$ cat config.mk
export PLATFORM = sky130hd
export DESIGN_NAME = l1_to_wishbone
export DESIGN_NICKNAME = d
export VERILOG_FILES = /design/src/rtl/l1_to_wishbone.sv
export SDC_FILE = /design/constraint.sdc
export NUM_CORES = 1
export LEC_CHECK = 0
export ABC_AREA = 1
export CORE_AREA = 2 2 122 124
export CTS_CLUSTER_DIAMETER = 50
export DETAILED_ROUTE_END_ITERATION = 12
export DIE_AREA = 0 0 124 126
export PLACE_DENSITY_LB_ADDON = 0.25
export SLEW_MARGIN = 20
export SYNTH_ARGS = -nofsm -noshare
export SYNTH_HDL_FRONTEND = slang
export SYNTH_SLANG_ARGS = --single-unit
$ cat constraint.sdc
create_clock -name clk -period 5.14 [get_ports clk]
set_input_delay 1.285 -clock clk [delete_from_list [all_inputs] [get_ports clk]]
set_output_delay 1.285 -clock clk [all_outputs]
set_load 0.1 [all_outputs]
$ cat src/rtl/l1_to_wishbone.sv
// Bridges one L1 arbiter request at a time onto a Wishbone B4 master port.
// Reads may burst (size+1 beats); writes are always a single beat.
module l1_to_wishbone #(
   parameter bit BURST_EN = 1'b1
) (
   input  logic        clk,
   input  logic        rst,
   // L1 request (arbiter -> bridge)
   input  logic [31:0] l1_req_addr,
   input  logic [31:0] l1_req_data,
   input  logic        l1_req_rnw,
   input  logic [3:0]  l1_req_be,
   input  logic [4:0]  l1_req_size,
   input  logic        l1_req_is_amo,
   input  logic [4:0]  l1_req_amo,
   input  logic        l1_req_request,
   output logic        l1_req_ack,
   // L1 response (bridge -> arbiter)
   output logic [31:0] l1_rsp_data,
   output logic        l1_rsp_data_valid,
   output logic [31:2] l1_rsp_inv_addr,
   output logic        l1_rsp_inv_valid,
   input  logic        l1_rsp_inv_ack,
   // Wishbone master
   output logic [29:0] wb_adr,
   output logic [31:0] wb_dat_w,
   output logic [3:0]  wb_sel,
   output logic        wb_cyc,
   output logic        wb_stb,
   output logic        wb_we,
   output logic [2:0]  wb_cti,
   output logic [1:0]  wb_bte,
   input  logic [31:0] wb_dat_r,
   input  logic        wb_ack,
   input  logic        wb_err,
   output logic        bus_err
);

   typedef enum logic [1:0] {StIdle, StRead, StWrite} state_e;

   state_e      state_q, state_d;
   logic [29:0] addr_q;
   logic [31:0] data_q;
   logic [3:0]  be_q;
   logic [4:0]  size_q;
   logic [4:0]  beat_q, beat_d;
   logic [31:0] rdata_q;
   logic        dv_q;
   logic        berr_q;

   logic accept;
   logic busy;
   logic term;
   logic last;

   // AMO fields and invalidation handshake are not supported by this bridge.
   logic unused_inputs;
   assign unused_inputs = ^{l1_req_addr[1:0], l1_req_is_amo, l1_req_amo, l1_rsp_inv_ack};

   assign accept = l1_req_request && (state_q == StIdle);
   assign busy   = (state_q != StIdle);
   // Any ack or err closes the beat; err wins when both are high.
   assign term   = busy && (wb_ack || wb_err);
   assign last   = (state_q == StWrite) || (beat_q == size_q);

   always_comb begin
      state_d = state_q;
      beat_d  = beat_q;
      unique case (state_q)
         StIdle: begin
            if (accept) begin
               state_d = l1_req_rnw ? StRead : StWrite;
               beat_d  = '0;
            end
         end
         default: begin
            if (term) begin
               if (last) begin
                  state_d = StIdle;
                  beat_d  = '0;
               end else begin
                  beat_d = beat_q + 5'd1;
               end
            end
         end
      endcase
   end

   always_comb begin
      wb_adr   = '0;
      wb_dat_w = '0;
      wb_sel   = '0;
      wb_we    = 1'b0;
      wb_cti   = 3'b000;
      if (busy) begin
         wb_adr   = addr_q + {25'd0, beat_q};
         wb_we    = (state_q == StWrite);
         wb_sel   = wb_we ? be_q : 4'hF;
         wb_dat_w = wb_we ? data_q : '0;
         if (BURST_EN) begin
            wb_cti = (wb_we || last) ? 3'b111 : 3'b010;
         end
      end
   end

   always_ff @(posedge clk or posedge rst) begin
      if (rst) begin
         state_q <= StIdle;
         beat_q  <= '0;
         addr_q  <= '0;
         data_q  <= '0;
         be_q    <= '0;
         size_q  <= '0;
         rdata_q <= '0;
         dv_q    <= 1'b0;
         berr_q  <= 1'b0;
      end else begin
         state_q <= state_d;
         beat_q  <= beat_d;
         if (accept) begin
            addr_q <= l1_req_addr[31:2];
            data_q <= l1_req_data;
            be_q   <= l1_req_be;
            size_q <= l1_req_size;
         end
         dv_q   <= term && (state_q == StRead);
         berr_q <= term && wb_err;
         if (term && (state_q == StRead)) begin
            rdata_q <= wb_dat_r;
         end
      end
   end

   assign l1_req_ack        = accept;
   assign l1_rsp_data       = rdata_q;
   assign l1_rsp_data_valid = dv_q;
   assign l1_rsp_inv_addr   = '0;
   assign l1_rsp_inv_valid  = 1'b0;
   assign wb_cyc            = busy;
   assign wb_stb            = busy;
   assign wb_bte            = 2'b00;
   assign bus_err           = berr_q;

endmodule

==> impl_metrics.py <==
metrics = {
    "sta": {
        "period_minus_slack_ps": 4080,
        "setup_tns_ps": 0,
        "setup-violations-final": 0,
        "grt_setup_unrepaired": "false",
        "hold_viol": 0,
        "max_clock_freq_mhz": 245,
        "layout_worst_path_cycle_share": 0.793,
        "holdWs_ps": 480,
        "fin_worst_skew_ps": 9.91,
        "worst-slew-pin-transition_ps": 1020,
        "slew_headroom": 0.315,
        "timing.final.max_slew_violations": 0,
    },
    "clock_tree": {
        "worst_skew_late_latency_ps": 360,
        "clock_tree.htree_level_count": 3,
        "ctsHoldBuffers": 0,
        "cts.repair_timing.setup_buffer_count": 0,
        "cts_tree": "built",
        "clock-sinks": 112,
        "cts_inserted_buffers": 9,
        "clock_pin_slew_on_the_worst_setup_and_hold_paths_ps": 80,
        "cts_root_buffer": "clkbuf_16",
        "max-clock-path-buffers": 2,
        "postCtsResizedCells": 0,
    },
    "min_path": {
        "holdPathEnd": "l1_rsp_data[15]",
        "hold_depth": 2,
        "min_path_type": "flop to flop",
        "hold_path_startpoint": "l1_rsp_data[15]",
    },
    "setup_path": {
        "data_arrival_time_of_the_critical_path_ps": 2790,
        "ff2ff_path_depth": 6,
        "critical_path_required_ps": 3860,
        "worst_r2r_endpoint": "data_q[0]",
        "cp-end-kind": "output pin",
        "setup.worst_path.class": "flop to output pin",
        "ff2ff_setup_slack_ps": 2530,
        "crit_fanout": 5,
        "worstReg2RegStart": "state_q[0]",
        "start_kind": "flop",
    },
    "synth": {
        "synthTopCellsByArea": "dfrtp_1, nand2_1, nor2_1, buf_4, inv_1",
        "synthXorXnorAreaFrac": 0.00865,
        "leading_area_contributor_after_synthesis": "dfrtp_1",
        "synth.area.mux_share": 0,
        "syn_warnings": 0,
        "async_reset_ff_frac": 1.00,
        "synth-edff-count": 0,
        "synth_area_um2": 6080,
        "seq_area_frac_synth": 0.461,
        "syn-instance-count": 844,
        "yosys_register_bits": 112,
        "synthDistinctLibCells": 35,
        "synth-simple-area-share": 0.318,
        "synth_top_family_by_area": "simple AND/OR/NAND/NOR gates",
        "dominantRegCellSynth": "dfrtp_1",
        "synth.top_cell.area_share": 0.461,
        "compound_cell_area_share_of_the_yosys_netlist": 0.0675,
        "synth-adder-area-share": 0.0157,
        "syn_area_per_cell_um2": 7.20,
    },
    "floorplanning": {
        "floorplan.core_area_um2": 14300,
        "die_h_um": 126,
        "die_footprint_um2": 15600,
        "floorplan.io_pins": 258,
        "die_x_um": 124,
        "start_util": 0.424,
        "num_rows": 44,
    },
    "route": {
        "drt-wirelength-per-cell_um": 13.6,
        "drt_iter0_drc": 342,
        "final_antenna_net_count": 0,
        "post_drt_via_cell_ratio": 4.59,
        "pre_repair_dr_iteration_count": 4,
        "drt_wl_total_mm": 16.7,
        "drc": 0,
        "via_count_of_the_routed_design": 5644,
    },
    "cells_and_area": {
        "syn_to_final_growth_pct": 38.4,
        "drive_above_1_share": 0.0603,
        "post_layout_nonfiller_instances": 1229,
        "antenna-diode-count": 0,
        "nNetsFinal": 1165,
    },
    "placement": {
        "placedCellCount": 1213,
        "gp_routability_congestion": 0.915,
        "placement.io_buffers": 215,
        "dp_hpwl_mm": 12.3,
    },
    "grt": {
        "track_usage": 0.219,
        "grt_start_max_net_pins": 86,
        "vias_in_the_first_global_route": 5329,
        "initial_antenna_violation_count": 0,
        "grt_pass1_wl_mm": 26.6,
        "globalRoute.totalOverflow": 0,
    },
    "status": {
        "run_status": "finished clean",
    },
    "flow_run": {
        "maxCapViolCount": 0,
    },
}
==> metal layers <==
metal  global-route usage  vias to the layer above  wire (µm)
li1                     -                     2886          -
met1                0.264                     2562       7010
met2                0.366                      181       8040
met3               0.0851                       15       1450
met4               0.0595                        0        246
met5                    0                        -          0
==> synthesized netlist by cell type (3+ instances only) <==
cell type and instances:
clkbuf_1 4, buf_2 13, o21ai_1 40, inv_1 84, buf_4 45, nand3_1 29, dfrtp_1 112, o21ai_0 24
nor2_1 104, a21oi_1 15, ha_1 6, nand2_1 337, xnor2_1 4, inv_2 3
==> cell type report <==
class / instances / area [µm²]
fillers: 1348 / 5900
flip-flops and latches: 112 / 2800
multi-input cells: 611 / 2620
repair buffers: 218 / 2110
inverters: 88 / 335
clock buffers: 10 / 239
well taps: 184 / 230
clock inverters: 6 / 72.6
==> through the flow <==
step | setup slack [ps] | instance area (µm²) | utilization
after floorplan | 423 | 6200 | -
after global placement | 1220 | 8100 | 0.566
after detailed placement | 1220 | 8100 | 0.566
after CTS | 1030 | 8410 | 0.588
after global routing | 886 | 8410 | 0.588
final | 1060 | 8410 | 0.588
==> how the worst max path moves through the flow <==
stage	startpoint	end	slack (ps)	cells after the start
final	beat_q[0]	wb_adr[1]	1060	5
after global routing	state_q[1]	wb_cti[2]	890	7
after CTS	beat_q[0]	wb_adr[1]	1030	5
after detailed placement	l1_req_request	l1_req_ack	1220	4
after global placement	l1_req_request	l1_req_ack	1220	4
after floorplan	state_q[1]	wb_cti[2]	420	7
==> cells in the final DEF (no fill, tap or decap), types with 3 or more instances in the layout <==
cell,count
a21oi_1,15
xnor2_1,4
inv_2,3
clkbuf_16,9
conb_1,33
o21ai_0,24
buf_4,31
clkdlybuf4s50_1,186
nand3_1,29
o21ai_1,40
ha_1,6
nand2_1,337
nor2_1,103
dfrtp_1,112
inv_1,83
==> registers in the layout, summed over array words and instances, names as in the netlist <==
| signal | count |
|---|---|
| data_q | 32 |
| l1_rsp_data_valid | 1 |
| l1_rsp_data | 32 |
| size_q | 5 |
| state_q | 2 |
| bus_err | 1 |
| addr_q | 30 |
| beat_q | 5 |
| be_q | 4 |
==> critical path, stage by stage, from the launching register on <==
cell	delay, ps
dfrtp_1	440
ha_1	240
inv_1	70
fa_1	450
nor2_1	110
clkdlybuf4s50_1	1130
==> cell families after synthesis <==
family,after synthesis
adders and majority gates,7
and+or+nand+nor,484
xor gates and xnor gates,6
other,1
AOI/OAI and AO/OA,81
DFF,112
buffers and inverters,153
Power is left out: the tool's default activity adds up to more than one toggle a clock period on the data nets, which glitch-free logic cannot reach.
